## src/rtl/target_box_overlay_if.sv

```systemverilog
// rtl/target_box_overlay_if.sv - pixel pack bundle {clk, hsync, vsync, de, r, g, b, x, y}
interface target_box_overlay_if #(
    parameter int H_ACT = 1280,
    parameter int V_ACT = 720
);
    localparam int XW = $clog2(H_ACT);
    localparam int YW = $clog2(V_ACT);
    localparam int PW = 28 + XW + YW;

    logic [PW-1:0] pack;

    modport master (output pack);
    modport slave  (input  pack);
endinterface

```

## src/rtl/target_box_overlay.sv

```systemverilog
// rtl/target_box_overlay.sv - per-frame RGB target bounding box with outline overlay
module target_box_overlay #(
    parameter int          H_ACT     = 1280,
    parameter int          V_ACT     = 720,
    parameter logic [7:0]  R_MIN     = 8'd200,
    parameter logic [7:0]  G_MAX     = 8'd80,
    parameter logic [7:0]  B_MAX     = 8'd80,
    parameter int          MIN_HITS  = 16,
    parameter int          LINE_W    = 2,
    parameter logic [23:0] BOX_COLOR = 24'h00FF00,
    localparam int         XW        = $clog2(H_ACT),
    localparam int         YW        = $clog2(V_ACT)
) (
    input  logic                        main_clk,
    input  logic                        rstn,
    target_box_overlay_if.slave         i_pack,
    input  logic                        en,
    target_box_overlay_if.master        o_pack,
    output logic                        box_valid,
    output logic [XW-1:0]               box_x0,
    output logic [YW-1:0]               box_y0,
    output logic [XW-1:0]               box_x1,
    output logic [YW-1:0]               box_y1,
    output logic [19:0]                 hit_cnt
);
    localparam logic [XW:0] LW_X = (XW+1)'(LINE_W);
    localparam logic [YW:0] LW_Y = (YW+1)'(LINE_W);

    typedef enum logic [1:0] {S_WAIT, S_ACCUM, S_COMMIT} state_t;
    state_t state_q, state_d;

    logic          unused_clk, hs_in, vs_in, de_in;
    logic [7:0]    r_in, g_in, b_in;
    logic [XW-1:0] x_in;
    logic [YW-1:0] y_in;
    assign {unused_clk, hs_in, vs_in, de_in, r_in, g_in, b_in, x_in, y_in} = i_pack.pack;

    logic          s1_hs_q, s1_vs_q, s1_de_q, s1_en_q, s1_hit_q, vs_prev_q;
    logic [23:0]   s1_rgb_q;
    logic [XW-1:0] s1_x_q;
    logic [YW-1:0] s1_y_q;
    logic          s2_hs_q, s2_vs_q, s2_de_q;
    logic [23:0]   s2_rgb_q;
    logic [XW-1:0] s2_x_q;
    logic [YW-1:0] s2_y_q;

    logic [XW-1:0] xmin_q, xmin_d, xmax_q, xmax_d;
    logic [YW-1:0] ymin_q, ymin_d, ymax_q, ymax_d;
    logic [19:0]   cnt_q, cnt_d, hit_cnt_q, hit_cnt_d;
    logic          box_valid_q, box_valid_d;
    logic [XW-1:0] box_x0_q, box_x0_d, box_x1_q, box_x1_d;
    logic [YW-1:0] box_y0_q, box_y0_d, box_y1_q, box_y1_d;

    logic fs, border, in_box, on_edge;
    assign fs = s1_vs_q & ~vs_prev_q;

    // Extra bit on the sums keeps boxes touching the last column/row from wrapping.
    assign in_box  = (s1_x_q >= box_x0_q) && (s1_x_q <= box_x1_q) &&
                     (s1_y_q >= box_y0_q) && (s1_y_q <= box_y1_q);
    assign on_edge = ({1'b0, s1_x_q} < {1'b0, box_x0_q} + LW_X) ||
                     ({1'b0, s1_x_q} + LW_X > {1'b0, box_x1_q}) ||
                     ({1'b0, s1_y_q} < {1'b0, box_y0_q} + LW_Y) ||
                     ({1'b0, s1_y_q} + LW_Y > {1'b0, box_y1_q});
    assign border  = s1_en_q && box_valid_q && s1_de_q && in_box && on_edge;

    always_ff @(posedge main_clk or negedge rstn) begin
        if (!rstn) begin
            s1_hs_q <= 1'b0; s1_vs_q <= 1'b0; s1_de_q <= 1'b0; s1_en_q <= 1'b0;
            s1_hit_q <= 1'b0; vs_prev_q <= 1'b0; s1_rgb_q <= '0; s1_x_q <= '0; s1_y_q <= '0;
            s2_hs_q <= 1'b0; s2_vs_q <= 1'b0; s2_de_q <= 1'b0;
            s2_rgb_q <= '0; s2_x_q <= '0; s2_y_q <= '0;
            state_q <= S_WAIT;
            xmin_q <= '0; xmax_q <= '0; ymin_q <= '0; ymax_q <= '0; cnt_q <= '0;
            hit_cnt_q <= '0; box_valid_q <= 1'b0;
            box_x0_q <= '0; box_x1_q <= '0; box_y0_q <= '0; box_y1_q <= '0;
        end else begin
            s1_hs_q   <= hs_in;
            s1_vs_q   <= vs_in;
            s1_de_q   <= de_in;
            s1_en_q   <= en;
            s1_hit_q  <= de_in && (r_in >= R_MIN) && (g_in <= G_MAX) && (b_in <= B_MAX);
            s1_rgb_q  <= {r_in, g_in, b_in};
            s1_x_q    <= x_in;
            s1_y_q    <= y_in;
            vs_prev_q <= s1_vs_q;
            s2_hs_q   <= s1_hs_q;
            s2_vs_q   <= s1_vs_q;
            s2_de_q   <= s1_de_q;
            s2_rgb_q  <= border ? BOX_COLOR : s1_rgb_q;
            s2_x_q    <= s1_x_q;
            s2_y_q    <= s1_y_q;
            state_q   <= state_d;
            xmin_q <= xmin_d; xmax_q <= xmax_d; ymin_q <= ymin_d; ymax_q <= ymax_d;
            cnt_q <= cnt_d; hit_cnt_q <= hit_cnt_d; box_valid_q <= box_valid_d;
            box_x0_q <= box_x0_d; box_x1_q <= box_x1_d; box_y0_q <= box_y0_d; box_y1_q <= box_y1_d;
        end
    end

    always_comb begin
        state_d     = state_q;
        xmin_d      = xmin_q;
        xmax_d      = xmax_q;
        ymin_d      = ymin_q;
        ymax_d      = ymax_q;
        cnt_d       = cnt_q;
        hit_cnt_d   = hit_cnt_q;
        box_valid_d = box_valid_q;
        box_x0_d    = box_x0_q;
        box_x1_d    = box_x1_q;
        box_y0_d    = box_y0_q;
        box_y1_d    = box_y1_q;
        case (state_q)
            S_WAIT: begin
                xmin_d = XW'(H_ACT - 1); ymin_d = YW'(V_ACT - 1);
                xmax_d = '0; ymax_d = '0; cnt_d = '0;
                if (fs) state_d = S_ACCUM;
            end
            S_ACCUM: begin
                if (fs) begin
                    state_d = S_COMMIT;
                end else if (s1_hit_q) begin
                    if (s1_x_q < xmin_q) xmin_d = s1_x_q;
                    if (s1_x_q > xmax_q) xmax_d = s1_x_q;
                    if (s1_y_q < ymin_q) ymin_d = s1_y_q;
                    if (s1_y_q > ymax_q) ymax_d = s1_y_q;
                    if (cnt_q != 20'hFFFFF) cnt_d = cnt_q + 20'd1;
                end
            end
            S_COMMIT: begin
                box_valid_d = (cnt_q >= 20'(MIN_HITS));
                hit_cnt_d   = cnt_q;
                if (cnt_q >= 20'(MIN_HITS)) begin
                    box_x0_d = xmin_q; box_y0_d = ymin_q;
                    box_x1_d = xmax_q; box_y1_d = ymax_q;
                end
                xmin_d = XW'(H_ACT - 1); ymin_d = YW'(V_ACT - 1);
                xmax_d = '0; ymax_d = '0; cnt_d = '0;
                state_d = S_ACCUM;
            end
            default: state_d = S_WAIT;
        endcase
    end

    assign o_pack.pack = {main_clk, s2_hs_q, s2_vs_q, s2_de_q, s2_rgb_q, s2_x_q, s2_y_q};
    assign box_valid   = box_valid_q;
    assign box_x0      = box_x0_q;
    assign box_y0      = box_y0_q;
    assign box_x1      = box_x1_q;
    assign box_y1      = box_y1_q;
    assign hit_cnt     = hit_cnt_q;
endmodule
```

## src/flat_wrapper.sv

```systemverilog
// flat-port wrapper written by rule: the top's interface ports become plain ports
module target_box_overlay_flat 
#(
    parameter int          H_ACT     = 1280,
    parameter int          V_ACT     = 720,
    parameter logic [7:0]  R_MIN     = 8'd200,
    parameter logic [7:0]  G_MAX     = 8'd80,
    parameter logic [7:0]  B_MAX     = 8'd80,
    parameter int          MIN_HITS  = 16,
    parameter int          LINE_W    = 2,
    parameter logic [23:0] BOX_COLOR = 24'h00FF00,
    localparam int         XW        = $clog2(H_ACT),
    localparam int         YW        = $clog2(V_ACT)
)
  (main_clk, rstn, en, box_valid, box_x0, box_y0, box_x1, box_y1, hit_cnt, i_pack_pack, o_pack_pack);
  target_box_overlay_if #(.H_ACT(H_ACT), .V_ACT(V_ACT)) i_pack_i ();
  target_box_overlay_if #(.H_ACT(H_ACT), .V_ACT(V_ACT)) o_pack_i ();
  input  logic main_clk;
  input  logic rstn;
  input  logic en;
  output logic box_valid;
  output logic [XW-1:0] box_x0;
  output logic [YW-1:0] box_y0;
  output logic [XW-1:0] box_x1;
  output logic [YW-1:0] box_y1;
  output logic [19:0] hit_cnt;
  input wire logic [$bits(i_pack_i.pack)-1:0] i_pack_pack;
  output wire logic [$bits(o_pack_i.pack)-1:0] o_pack_pack;
  assign i_pack_i.pack = i_pack_pack;
  assign o_pack_pack = o_pack_i.pack;
  target_box_overlay #(.H_ACT(H_ACT), .V_ACT(V_ACT), .R_MIN(R_MIN), .G_MAX(G_MAX), .B_MAX(B_MAX), .MIN_HITS(MIN_HITS), .LINE_W(LINE_W), .BOX_COLOR(BOX_COLOR)) u_core (.main_clk(main_clk), .rstn(rstn), .i_pack(i_pack_i), .en(en), .o_pack(o_pack_i), .box_valid(box_valid), .box_x0(box_x0), .box_y0(box_y0), .box_x1(box_x1), .box_y1(box_y1), .hit_cnt(hit_cnt));
endmodule
```

## config.mk

```make
export PLATFORM = sky130hd
export DESIGN_NAME = target_box_overlay_flat
export DESIGN_NICKNAME = d
export VERILOG_FILES = /design/src/rtl/target_box_overlay_if.sv /design/src/rtl/target_box_overlay.sv /design/src/flat_wrapper.sv
export SDC_FILE = /design/constraint.sdc
export NUM_CORES = 1
export LEC_CHECK = 0
export ABC_CLOCK_PERIOD_IN_PS = 3700
export CAP_MARGIN = 20
export CORE_MARGIN = 2
export CORE_UTILIZATION = 55
export DETAILED_ROUTE_END_ITERATION = 6
export MAX_ROUTING_LAYER = met4
export PLACE_DENSITY = 0.8
export SKIP_CTS_REPAIR_TIMING = 1
export SLEW_MARGIN = 20
export SYNTH_ARGS = -nofsm -noshare
export SYNTH_HDL_FRONTEND = slang
export SYNTH_SLANG_ARGS = --single-unit
```

## constraint.sdc

```tcl
create_clock -name main_clk -period 3.7 [get_ports main_clk]
set_input_delay 0.555 -clock main_clk [delete_from_list [all_inputs] [get_ports main_clk]]
set_output_delay 0.555 -clock main_clk [all_outputs]
set_load 0.02 [all_outputs]
```

# == Yosys cells after proc, flatten, opt, wreduce, memory -nomap -nowiden ==
# Cells that the tools add are included.
# word_totals
regBits,225
input_bits,52
output_inout_bits,112
elab_cells,108
# op_classes
add_sub_neg,5
order_cmp,16
n_eq_ne,12
n_mux,24
bitwise,2
reduce_logical,23
# op_table
operator,count
$mux 11,6
$mux 10,6
$mux 20,3
$pmux 11 s2,2
$pmux 10 s2,2
$pmux 20 s2,1
$add 11x2->12 const B,2
$mux 24,1
$add 10x2->11 const B,2
$add 20x1->20 const B,1
$ge 20x5->1 const B,1
$ne 20x20->1 const B,1
$reduce_and 4->1,5
$le 8x7->1 const B,2
$ne 2x1->1 const B,8
$gt 12x11->1,1
$lt 11x12->1,1
$ge 11x11->1,1
$gt 11x10->1,1
$gt 11x11->1,1
$le 11x11->1,1
$lt 10x11->1,1
$lt 11x11->1,1
$ge 10x10->1,1
other kinds (17),30

# == Depth between registers and ports, before layout ==
# Gate-level depths: netlist of run 1.
# depth
word_depth,7
mapped_depth,13
mapped_depth_nobuf,12

==> flow_summary.json, run 1 <==
{
  "status": "complete, no violations",
  "drt_iter0_markers": 511,
  "wl_per_cell_um": 17.6,
  "crit_path_max_incr_delay_ps": 530,
  "endpoint_kind": "output pin",
  "drive_gt1_share_pct": 8.65,
  "p_comb_share_pct": 17.2,
  "crit_chain": "clkbuf_16 > clkbuf_16 > clkdlybuf4s50_1",
  "worstMarginPinSlew_ps": 776,
  "gp_congestion": 0.863,
  "p_int_uw": 4810,
  "drtAntennaViolNets": 0,
  "die_w_um": 149,
  "tns_ps": 0,
  "skew_ps": 8.63,
  "wl_um": 27300,
  "synth-seq-area-share_pct": 48.8,
  "setup_viol": 0,
  "ir_drop_uv": 611,
  "synth_seq_cells": 225,
  "path_class": "clock port to output pin",
  "cp_max_fo": 2,
  "rr_endpoint": "u_core.s2_rgb_q[15]",
  "vias": 8803,
  "cp_data_required_time_ps": 3140,
  "clk_latency_ps": 620,
  "grt_pass1_vias": 8780,
  "avgSynthCellArea_um2": 10.7,
  "hold_path_class": "flip-flop to flip-flop",
  "fin_hold_ws_ps": 361,
  "holdPathEnd": "u_core.s2_hs_q",
  "p_leak_uw": 0.00646,
  "syn_nets": 1260,
  "core_area_mm2": 0.0204,
  "syn_inst": 1082,
  "slew_viol_final": 0,
  "place.port_buffers": 162,
  "synth_edf_count": 0,
  "whs_path_depth": 0,
  "yosysWarnings": 0,
  "fp.dieArea_mm2": 0.0222,
  "power_per_cell_area_mw_per_mm2": 452,
  "dieHeight_um": 149,
  "synth_area_mm2": 0.0115,
  "grt_overflow_total": 0,
  "synthArstFlopShare_pct": 100,
  "grt_util_all_layers_pct": 25.8,
  "grt_pass1_wl_um": 44400,
  "finalPower_uw": 6560,
  "seqPwrFrac_pct": 40.9,
  "relSlewSlack_pct": 48.0,
  "nNetsFinal": 1443,
  "pin_count": 164,
  "crit_top_cell": "clkbuf_16",
  "rsz0062_at_grt": "false",
  "start_util_pct": 56.5,
  "synthDistinctLibCells": 70,
  "avgViaCountPerCell": 5.67,
  "r2r_slack_ps": 750,
  "r2r_cells": 10,
  "dp_hpwl_um": 19300,
  "antenna_found_initial": 0,
  "syn_to_final_growth_pct": 25.9,
  "n_antenna_cell": 0,
  "crit_path_start_kind": "clock port",
  "cts_tree": "yes",
  "switchingPower_uw": 1750,
  "row_count": 52,
  "hold_viol": 0,
  "synthFlopType": "dfrtp_1",
  "dr.pass1.iters": 5,
  "worst-path-buf-inv": 3,
  "clk_pin_slew_worst_paths_ps": 60,
  "clkPwrFrac_pct": 41.8,
  "swShare_pct": 26.7,
  "grt_start_max_net_pins": 93,
  "drv_cap": 0,
  "slowest_stage": "clkdlybuf4s50_1",
  "drc": 0,
  "worstReg2RegStart": "u_core.s1_y_q[7]",
  "cp_top_family": "buffers and inverters",
  "hp-start": "u_core.s1_hs_q",
  "worstPathArrival_ps": 2620
}
==> area by class of cell <==
class                           instances  area (um2)
Fill cell                            1497        5900
Sequential cell                       225        5630
Multi-Input combinational cell        718        5380
Timing Repair Buffer                  189        1840
Clock buffer                           40         832
Inverter                              103         387
Tap cell                              270         338
Clock inverter                          8         118
==> metrics by stage <==
stage                     setup WS [ps]  util (%)  cell area [um2]  instances
after floorplan                    1080         -            11500       1082
after global placement              787      66.5            13600       1505
after detailed placement            787      66.5            13600       1505
after CTS                           513      71.1            14500       1552
after global routing                515      71.1            14500       1553
final                               523      71.1            14500       1553
==> synth_stat cells, drive strengths merged, types with 12 or more instances <==
cell / number / area share (%)
a21o: 12 / 0.78
a21oi: 36 / 1.6
buf: 14 / 0.74
clkbuf: 22 / 0.72
dfrtp: 225 / 49
ha: 126 / 14
inv: 103 / 3.3
mux2: 22 / 2.2
mux2i: 34 / 2.9
nand2: 90 / 2.9
nand3: 55 / 2.4
nand4: 18 / 1.2
nor2: 58 / 1.9
nor3: 13 / 0.56
nor4: 16 / 1.1
o21ai: 63 / 2.7
o2bb2ai: 16 / 1.2
xnor2: 34 / 2.6
==> power groups by stage <==
| stage | registers [uW] | clock network (uW) | logic, uW |
|---|---|---|---|
| finish | 2680 | 2740 | 1130 |
| detailed placement | 2730 | 36.3 | 1120 |
| global placement | 2720 | 36.3 | 1090 |
| floorplan | 2760 | 31.6 | 680 |
| CTS | 2680 | 2790 | 1130 |
| global route | 2700 | 2910 | 1260 |
==> sequential cells by signal, summed over array words and instances, names as in the netlist, 11 cells and up <==
register         flops
u_core.s2_x_q       11
u_core.s1_x_q       11
u_core.xmax_q       11
u_core.xmin_q       11
u_core.cnt_q        20
u_core.box_x1       11
u_core.hit_cnt      20
u_core.s1_rgb_q     24
u_core.box_x0       11
u_core.s2_rgb_q     24
==> metal layers <==
layer	GRT usage [%]	routed length, um	vias up
met2	40.2	12500	261
met1	36.0	12700	4321
met5	-	0	-
met4	7.71	578	0
met3	3.15	1550	51
li1	-	-	4170
==> how the worst max path moves through the flow <==
stage / from / endpoint / cells past startpoint
after floorplan: u_core.s1_y_q[3] / u_core.s2_rgb_q[12] / 11
after global placement: main_clk / o_pack_pack[48] / 1
after detailed placement: main_clk / o_pack_pack[48] / 1
after CTS: main_clk / o_pack_pack[48] / 3
after global routing: main_clk / o_pack_pack[48] / 3
final: main_clk / o_pack_pack[48] / 3
==> layout by cell type, fill, tap and decap left out, drive strengths merged, types with 7 or more instances in the layout <==
cell and n:
dfrtp 225, clkdlybuf4s50 161, ha 126, inv 103
nand2 90, o21ai 63, nor2 58, nand3 55
clkbuf 39, a21oi 36, xnor2 34, mux2i 34
buf 28, mux2 22, nand4 18, o2bb2ai 16
nor4 16, nor3 13, a21o 12, a22o 10
xor2 9, a31oi 9, nand2b 8, nor2b 8
a2bb2oi 8, and3 7
==> cells by family (layout without fill, tap and decap cells) <==
group	after synthesis	after routing	share of synthesized area, %
AO/OA/AOI/OAI	196	196	11.5
XOR/XNOR	43	43	3.26
adder cells (fa/ha/maj)	126	126	13.7
buffers and inverters	139	340	4.80
flip-flops	225	225	48.8
multiplexers	56	56	5.13
AND/OR/NAND/NOR	297	297	12.9
No activity file was read; power rests on OpenSTA's default activity.
==> inputs of run 2 (changes only) <==
Settings changed: CAP_MARGIN 20 to 15.
==> results of run 2 <==
The final DEF is identical to that of run 1; final timing and power are the same.
